===== src/rtl/rv32_datapath_core.sv =====
// rv32_datapath_core
//   Execution datapath for a single-cycle RV32I CPU. It contains:
//     - a NREGS x XLEN register file with combinational reads and a
//       clocked write. Register 0 reads as zero.
//     - a combinational integer ALU. Operand A is the rs1 read value.
//     - a 4-register memory-mapped timer peripheral.
//
// Ports
//   clk, reset             clock; synchronous active-high reset
//   rs1, rs2, rd           register read indices and write index
//   regwrite, rf_indata    register write enable and write data
//   rv1, rv2, x031         read values of rs1 and rs2, and a debug copy of x31
//   op, in2, shamt         ALU opcode, operand B and immediate shift amount
//   out, x31               ALU result and exception code (1 = bad opcode)
//   ce, we, addr, wdata    timer chip enable, write enable, register select
//                          and write data
//   rdata                  timer read data
module rv32_datapath_core #(
    parameter int XLEN  = 32,
    parameter int NREGS = 32
) (
    input  logic            clk,
    input  logic            reset,
    // register file
    input  logic [4:0]      rs1,
    input  logic [4:0]      rs2,
    input  logic [4:0]      rd,
    input  logic            regwrite,
    input  logic [XLEN-1:0] rf_indata,
    output logic [XLEN-1:0] rv1,
    output logic [XLEN-1:0] rv2,
    output logic [XLEN-1:0] x031,
    // ALU
    input  logic [5:0]      op,
    input  logic [XLEN-1:0] in2,
    input  logic [4:0]      shamt,
    output logic [XLEN-1:0] out,
    output logic [XLEN-1:0] x31,
    // timer peripheral
    input  logic            ce,
    input  logic            we,
    input  logic [1:0]      addr,
    input  logic [XLEN-1:0] wdata,
    output logic [XLEN-1:0] rdata
);

    localparam logic [5:0] OP_ADDI  = 6'd0;
    localparam logic [5:0] OP_SLTI  = 6'd1;
    localparam logic [5:0] OP_SLTIU = 6'd2;
    localparam logic [5:0] OP_XORI  = 6'd3;
    localparam logic [5:0] OP_ORI   = 6'd4;
    localparam logic [5:0] OP_ANDI  = 6'd5;
    localparam logic [5:0] OP_SLLI  = 6'd6;
    localparam logic [5:0] OP_SRLI  = 6'd7;
    localparam logic [5:0] OP_SRAI  = 6'd8;
    localparam logic [5:0] OP_ADD   = 6'd9;
    localparam logic [5:0] OP_SUB   = 6'd10;
    localparam logic [5:0] OP_SLL   = 6'd11;
    localparam logic [5:0] OP_SLT   = 6'd12;
    localparam logic [5:0] OP_SLTU  = 6'd13;
    localparam logic [5:0] OP_XOR   = 6'd14;
    localparam logic [5:0] OP_SRL   = 6'd15;
    localparam logic [5:0] OP_SRA   = 6'd16;
    localparam logic [5:0] OP_OR    = 6'd17;
    localparam logic [5:0] OP_AND   = 6'd18;

    localparam logic [1:0] A_CTRL   = 2'd0;
    localparam logic [1:0] A_LIMIT  = 2'd1;
    localparam logic [1:0] A_COUNT  = 2'd2;
    localparam logic [1:0] A_STATUS = 2'd3;

    // ------------------------------------------------------------------
    // Register file
    // ------------------------------------------------------------------
    logic [XLEN-1:0] rf_q [NREGS];
    logic [XLEN-1:0] rf_d [NREGS];

    always_comb begin
        for (int i = 0; i < NREGS; i++) begin
            rf_d[i] = rf_q[i];
        end
        if (regwrite && (rd != 5'd0)) begin
            rf_d[rd] = rf_indata;
        end
    end

    always_ff @(posedge clk) begin
        if (reset) begin
            for (int i = 0; i < NREGS; i++) begin
                rf_q[i] <= '0;
            end
        end else begin
            for (int i = 0; i < NREGS; i++) begin
                rf_q[i] <= rf_d[i];
            end
        end
    end

    // Reads come straight from the flops, so a write is only visible
    // after its edge (no bypass).
    assign rv1  = (rs1 == 5'd0) ? '0 : rf_q[rs1];
    assign rv2  = (rs2 == 5'd0) ? '0 : rf_q[rs2];
    assign x031 = rf_q[NREGS-1];

    // ------------------------------------------------------------------
    // ALU
    // ------------------------------------------------------------------
    logic signed [XLEN-1:0] a_s;
    logic signed [XLEN-1:0] b_s;
    logic signed [XLEN-1:0] imm_s;
    logic        [XLEN-1:0] imm_u;

    assign a_s   = $signed(rv1);
    assign b_s   = $signed(in2);
    assign imm_s = $signed({{(XLEN-12){in2[11]}}, in2[11:0]});
    assign imm_u = $unsigned(imm_s);

    always_comb begin
        out = '0;
        x31 = '0;
        if (!reset) begin
            case (op)
                OP_ADDI:  out = rv1 + imm_u;
                OP_SLTI:  out = {{(XLEN-1){1'b0}}, (a_s < imm_s)};
                OP_SLTIU: out = {{(XLEN-1){1'b0}}, (rv1 < imm_u)};
                OP_XORI:  out = rv1 ^ imm_u;
                OP_ORI:   out = rv1 | imm_u;
                OP_ANDI:  out = rv1 & imm_u;
                OP_SLLI:  out = rv1 << shamt;
                OP_SRLI:  out = rv1 >> shamt;
                OP_SRAI:  out = $unsigned(a_s >>> shamt);
                OP_ADD:   out = rv1 + in2;
                OP_SUB:   out = rv1 - in2;
                OP_SLL:   out = rv1 << in2[4:0];
                OP_SLT:   out = {{(XLEN-1){1'b0}}, (a_s < b_s)};
                OP_SLTU:  out = {{(XLEN-1){1'b0}}, (rv1 < in2)};
                OP_XOR:   out = rv1 ^ in2;
                OP_SRL:   out = rv1 >> in2[4:0];
                OP_SRA:   out = $unsigned(a_s >>> in2[4:0]);
                OP_OR:    out = rv1 | in2;
                OP_AND:   out = rv1 & in2;
                default:  x31 = {{(XLEN-1){1'b0}}, 1'b1};
            endcase
        end
    end

    // ------------------------------------------------------------------
    // Timer peripheral
    // ------------------------------------------------------------------
    logic [XLEN-1:0] limit_q, limit_d;
    logic [XLEN-1:0] count_q, count_d;
    logic            done_q,  done_d;
    logic            run_q,   run_d;
    logic [XLEN-1:0] count_inc;
    logic            wr_en;

    assign wr_en     = ce && we;
    assign count_inc = count_q + 1'b1;

    always_comb begin
        limit_d = limit_q;
        count_d = count_q;
        done_d  = done_q;
        run_d   = run_q;

        if (wr_en && (addr == A_LIMIT)) begin
            limit_d = wdata;
        end

        // A CTRL write restarts the timer and overrides a done event in
        // the same cycle.
        if (wr_en && (addr == A_CTRL)) begin
            count_d = '0;
            done_d  = 1'b0;
            run_d   = 1'b1;
        end else if (run_q) begin
            if (count_q == limit_q) begin
                // Already at the limit (e.g. LIMIT=0 at start): stop and hold.
                done_d = 1'b1;
                run_d  = 1'b0;
            end else begin
                // Flag done on the edge where COUNT reaches LIMIT, so STATUS
                // becomes visible in the same cycle COUNT reads LIMIT.
                count_d = count_inc;
                if (count_inc == limit_q) begin
                    done_d = 1'b1;
                    run_d  = 1'b0;
                end
            end
        end
    end

    always_ff @(posedge clk) begin
        if (reset) begin
            limit_q <= '0;
            count_q <= '0;
            done_q  <= 1'b0;
            run_q   <= 1'b0;
        end else begin
            limit_q <= limit_d;
            count_q <= count_d;
            done_q  <= done_d;
            run_q   <= run_d;
        end
    end

    always_comb begin
        rdata = '0;
        if (ce && !we) begin
            case (addr)
                A_LIMIT:  rdata = limit_q;
                A_COUNT:  rdata = count_q;
                A_STATUS: rdata = {{(XLEN-1){1'b0}}, done_q};
                default:  rdata = '0;
            endcase
        end
    end

endmodule


===== config.mk =====
export PLATFORM = sky130hd
export DESIGN_NAME = rv32_datapath_core
export DESIGN_NICKNAME = d
export VERILOG_FILES = /design/src/rtl/rv32_datapath_core.sv
export SDC_FILE = /design/constraint.sdc
export NUM_CORES = 2
export LEC_CHECK = 0
export ABC_AREA = 0
export BUFFER_PORTS_ARGS = -buffer_cell sky130_fd_sc_hd__buf_2
export CAP_MARGIN = 10
export CORE_MARGIN = 8
export CORE_UTILIZATION = 30
export DETAILED_ROUTE_END_ITERATION = 16
export MAX_ROUTING_LAYER = met4
export PLACE_DENSITY = 0.48
export SLEW_MARGIN = 10
export SYNTH_ARGS = -nofsm -noshare
export SYNTH_HDL_FRONTEND = slang
export SYNTH_SLANG_ARGS = --single-unit
export TNS_END_PERCENT = 20

===== constraint.sdc =====
create_clock -name clk -period 13.38 [get_ports clk]
set_input_delay 2.007 -clock clk [delete_from_list [all_inputs] [get_ports clk]]
set_output_delay 2.007 -clock clk [all_outputs]
set_load 0.005 [all_outputs]

==> out/summary.txt <==
CRITICAL PATH
------------------------------------------------------------------------------------------------------
Worst setup path class                                                                    input port to output pin
Data required time of the critical path                                                       11.37 ns
Slowest cell on the critical path                                                         sky130_fd_sc_hd__o31ai_1
Slack of the worst reg-to-reg path                                                             9.70 ns
Capturing element of the worst setup path                                                      out[28]
Stage delay of the slowest cell on the critical path                                           0.99 ns
End of the worst register-to-register path                                                       run_q
Reg-to-reg startpoint                                                                       count_q[0]
Critical Path AT                                                                               9.28 ns
Cell count of the worst reg-to-reg path                                                             10
Sequence of cells on the critical path                                                    buf_8, buf_4, mux4_2, a2111oi_0, or3_1, nor2_1, ha_1, nor2_1, o311a_1, nand3_1, a31oi_1, o31ai_1, a21oi_1, a41oi_1, mux2i_1, nand2_1, a31oi_1, buf_2
Critical Path End Type                                                                      output pin
Maximum fanout count along the critical path                                                        48
Launching element of the worst setup path                                                       rs1[2]
Critical Path Source Type                                                                   input port

SYNTH
------------------------------------------------------------------------------------------------------
Library cell with the largest summed area after synthesis                                 sky130_fd_sc_hd__dfxtp_1
Cell types occupying the most area after synthesis                                        sky130_fd_sc_hd__dfxtp_1 32%, sky130_fd_sc_hd__mux4_2 17%, sky130_fd_sc_hd__nand2_1 13%, sky130_fd_sc_hd__a21oi_1 8.8%, sky130_fd_sc_hd__clkbuf_1 3.5%
Main combinational cell family by area after synthesis                                    multiplexers
Count of yosys warnings during synthesis                                                             0
Fraction of the yosys area taken by sequential cells                                             0.322
Mean instance size in the synthesized netlist                                               8.28 sq um
Async SR Flop Fraction                                                                               0
Post-Synth XOR/XNOR Area                                                                        0.0146
Cell count after synthesis                                                                        8181
Main flop type after synthesis                                                            sky130_fd_sc_hd__dfxtp_1
Mux cell area share after synthesis                                                              0.212
Number of register bits inferred by synthesis                                                     1090
Number of enable-type register cells in the synthesized netlist                                      0
Compound-cell area share of the yosys netlist                                                    0.182
Distinct cell type count after synthesis                                                           107
Adder and majority cell fraction of the synthesized area                                        0.0187
Share of the synthesized area in the top cell type                                               0.322
Total standard cell area after synthesis                                                   67700 sq um
Simple-Gate Fraction of Synth Area                                                               0.192

CLOCKING
------------------------------------------------------------------------------------------------------
Maximum clock insertion buffer count                                                                 3
TritonCTS buffer count                                                                             116
CTS H-tree lvls                                                                                      3
Clock tree from TritonCTS                                                                          yes
Master cell of the clock root buffer                                                      sky130_fd_sc_hd__clkbuf_16
Quantity of gates resized following cts                                                              0
Post-CTS Hold Buffers                                                                                0
Clock sink count                                                                                  1090
Clock transition at the register clock pins on the worst setup and hold paths after CTS        0.06 ns
Post-CTS setup buffer count                                                                          0
Latest clock arrival within the worst-skew pair                                                0.77 ns

ROUTE
------------------------------------------------------------------------------------------------------
Routed wire length                                                                        336000 microns
Routed length per placed instance                                                         30.3 microns
Vias per std cell                                                                                 5.99
ANT nets after route                                                                                 0
Overall via count from detail_route                                                              66500
TritonRoute pass-1 iters                                                                             6
Detailed-route DRC error count                                                                       0
DR iter-0 viols                                                                                   8371

FLOORPLANNING
------------------------------------------------------------------------------------------------------
Row count                                                                                          174
Initial core utilization                                                                         0.301
Floorplan die area                                                                        241000 sq um
X dimension of the die                                                                     491 microns
Chip Height                                                                                491 microns
Total I/O pin count                                                                                321
Area of the core                                                                          225000 sq um

STA
------------------------------------------------------------------------------------------------------
Fin Clk Skew                                                                                 0.0277 ns
Final critical delay including setup and external delays                                      11.29 ns
Worst slew margin                                                                                0.177
Setup repair after global routing missed its margin                                                 no
Final cycle utilization of the critical path                                                     0.844
Achievable clock frequency                                                                  0.0886 GHz
Number of failing hold endpoints at the final stage                                                  0
Slew at the pin closest to its max-slew limit                                                  1.23 ns
# setup viols final                                                                                  0
Total negative setup slack                                                                        0 ns
Max Transition Viols Final                                                                           0

PLACE
------------------------------------------------------------------------------------------------------
Number of port buffers                                                                             289
Gp weighted congestion                                                                            1.03
Total cell area at the placement stage                                                     71400 sq um
HPWL Detailed                                                                             217000 microns

FINAL LAYOUT
------------------------------------------------------------------------------------------------------
Post-route cell area                                                                       75600 sq um
Fraction of layout instances using a drive strength above 1                                      0.170
Layout Nets                                                                                       8231
Number of fill cells in the layout                                                               23500
Post-synthesis to final-layout area growth                                                       11.6%

PWR
------------------------------------------------------------------------------------------------------
Clock share of power                                                                             0.445
Comb pwr share                                                                                   0.142
Share of total power in sequential cells                                                         0.413
Worst ir drop on vdd                                                                            103 uV
Cell Pwr Density                                                                           105 nW/um^2
Design internal power                                                                          5.63 mW
Switching share of total power                                                                   0.293
Net switching power                                                                            2.33 mW
Leakage power                                                                                  25.6 nW

WORST HOLD PATH
------------------------------------------------------------------------------------------------------
Tightest Hold Check Type                                                                  flop to flop

GLOBAL ROUTE
------------------------------------------------------------------------------------------------------
Global-route wire length before repair                                                    474000 microns
Number of antenna violations at the first check in global routing                                   20
Vias in the first global route                                                                   63100
Pin count of the biggest net entering global routing                                               183
Leftover overflow at the end of global routing                                                       0
GRT Total Usage                                                                                  0.271

OUTCOME
------------------------------------------------------------------------------------------------------
Status                                                                                       completed

JOB
------------------------------------------------------------------------------------------------------
Total of max-cap violations                                                                          0

-- how the worst min path moves through the flow --
stage,start,end,slack (ns),cells after the start
after global routing,rf_q[6][18],rf_q[6][18],0.48,2
after CTS,rf_q[23][21],rf_q[23][21],0.46,2
after detailed placement,rf_q[23][21],rf_q[23][21],0.46,2
after global placement,rf_q[23][2],rf_q[23][2],0.45,2
after floorplan,rf_q[11][21],rf_q[11][21],0.44,2
final,rf_q[28][11],rf_q[28][11],0.47,2
-- power by group through the flow --
| stage | sequential, mW | clock (mW) | combinational (mW) |
|---|---|---|---|
| 2_1_floorplan | 3.35 | 0 | 0.685 |
| 3_3_place_gp | 3.36 | 0 | 1.09 |
| 3_5_place_dp | 3.36 | 0 | 1.10 |
| 4_1_cts | 3.29 | 3.59 | 1.10 |
| 5_1_grt | 3.29 | 3.71 | 1.17 |
| 6_report | 3.29 | 3.54 | 1.13 |
-- flip-flops by register name, summed over array words and instances, names as in the netlist --
register  flops
limit_q      32
count_q      32
done_q        1
run_q         1
rf_q       1024
-- kinds of logic after synthesis --
| group | Yosys count |
|---|---|
| AOI/OAI and AO/OA | 2038 |
| xor gates and xnor gates | 113 |
| buffers and inverters | 903 |
| adders and majority gates | 100 |
| DFF | 1090 |
| and+or+nand+nor | 3159 |
| other | 1 |
| muxes | 777 |
-- synthesized netlist by cell type (25+ instances only) --
cell / n
sky130_fd_sc_hd__dfxtp_1: 1090
sky130_fd_sc_hd__a22o_1: 25
sky130_fd_sc_hd__a22oi_1: 95
sky130_fd_sc_hd__mux4_2: 506
sky130_fd_sc_hd__nand3_1: 112
sky130_fd_sc_hd__a31oi_1: 29
sky130_fd_sc_hd__and3_1: 26
sky130_fd_sc_hd__nor2b_1: 56
sky130_fd_sc_hd__o211ai_1: 29
sky130_fd_sc_hd__a211oi_1: 40
sky130_fd_sc_hd__nor3_1: 95
sky130_fd_sc_hd__a41o_1: 26
sky130_fd_sc_hd__xor2_1: 55
sky130_fd_sc_hd__mux2i_1: 225
sky130_fd_sc_hd__mux2_2: 33
sky130_fd_sc_hd__or3_1: 27
sky130_fd_sc_hd__a21oi_1: 1197
sky130_fd_sc_hd__inv_1: 84
sky130_fd_sc_hd__xnor2_1: 58
sky130_fd_sc_hd__o22a_1: 33
sky130_fd_sc_hd__buf_1: 46
sky130_fd_sc_hd__nand2_1: 2312
sky130_fd_sc_hd__o22ai_1: 122
sky130_fd_sc_hd__buf_4: 66
sky130_fd_sc_hd__o21ai_0: 135
sky130_fd_sc_hd__a21o_1: 47
sky130_fd_sc_hd__buf_2: 42
sky130_fd_sc_hd__nor2_1: 341
sky130_fd_sc_hd__o221ai_1: 32
sky130_fd_sc_hd__ha_1: 98
sky130_fd_sc_hd__clkbuf_1: 628
sky130_fd_sc_hd__nand4_1: 56
sky130_fd_sc_hd__a221oi_1: 28
-- metal layers --
metal / global-route usage / wire [microns] / share of wire
met1: 0.352 / 137000 / 0.41
met2: 0.406 / 148000 / 0.44
met3: 0.0517 / 31800 / 0.095
met4: 0.129 / 19000 / 0.056
met5: - / 0 / 0
-- metrics by stage --
step	hold WS (ns)	utilization	cells	setup slack, ns	power [mW]
4_1_cts	0.465	0.336	11100	2.31	7.98
2_1_floorplan	0.441	-	8211	4.62	4.04
3_3_place_gp	0.449	0.318	10900	2.19	4.45
5_1_grt	0.481	0.336	11100	1.95	8.18
6_report	0.465	0.336	11100	2.09	7.96
3_5_place_dp	0.456	0.318	10900	2.34	4.46
-- critical path: cells and delay by family --
family / cells / cell delay [ns]
AOI/OAI and AO/OA: 7 / 3.30
and+or+nand+nor: 5 / 1.27
buffers and inverters: 3 / 1.20
muxes: 2 / 0.83
adders and majority gates: 1 / 0.48
-- layout make-up --
cell class              count  area (sq um)  area share
clock inverters            63           831      0.0110
flip-flops and latches   1090         21800       0.289
clock buffers             152          3310      0.0438
multi-input cells        6218         42400       0.561
well taps                2992          3740      0.0495
repair buffers            492          3100      0.0409
diodes                     15          37.5    0.000496
inverters                  84           315     0.00417
-- cell usage in the layout (no fill, tap or decap), types with 27 or more instances in the layout --
cell,instances
sky130_fd_sc_hd__o22ai_1,122
sky130_fd_sc_hd__clkbuf_16,116
sky130_fd_sc_hd__a221oi_1,28
sky130_fd_sc_hd__nand2_1,2281
sky130_fd_sc_hd__mux4_2,506
sky130_fd_sc_hd__a31oi_1,29
sky130_fd_sc_hd__nor2_1,309
sky130_fd_sc_hd__buf_2,282
sky130_fd_sc_hd__a21o_1,47
sky130_fd_sc_hd__nor2b_1,51
sky130_fd_sc_hd__conb_1,31
sky130_fd_sc_hd__a21oi_1,1197
sky130_fd_sc_hd__o221ai_1,32
sky130_fd_sc_hd__a211oi_1,40
sky130_fd_sc_hd__o22a_1,33
sky130_fd_sc_hd__a22oi_1,95
sky130_fd_sc_hd__ha_1,98
sky130_fd_sc_hd__mux2i_1,220
sky130_fd_sc_hd__clkinv_2,34
sky130_fd_sc_hd__clkbuf_8,27
sky130_fd_sc_hd__buf_4,198
sky130_fd_sc_hd__nand2_2,34
sky130_fd_sc_hd__inv_1,83
sky130_fd_sc_hd__xor2_1,55
sky130_fd_sc_hd__nor3_1,94
sky130_fd_sc_hd__o21ai_0,134
sky130_fd_sc_hd__nand3_1,112
sky130_fd_sc_hd__dfxtp_1,1090
sky130_fd_sc_hd__o211ai_1,29
sky130_fd_sc_hd__nand4_1,56
sky130_fd_sc_hd__nor2_4,29
sky130_fd_sc_hd__xnor2_1,58
sky130_fd_sc_hd__mux2_2,33
Note: power is estimated with default switching activity, not from simulation.
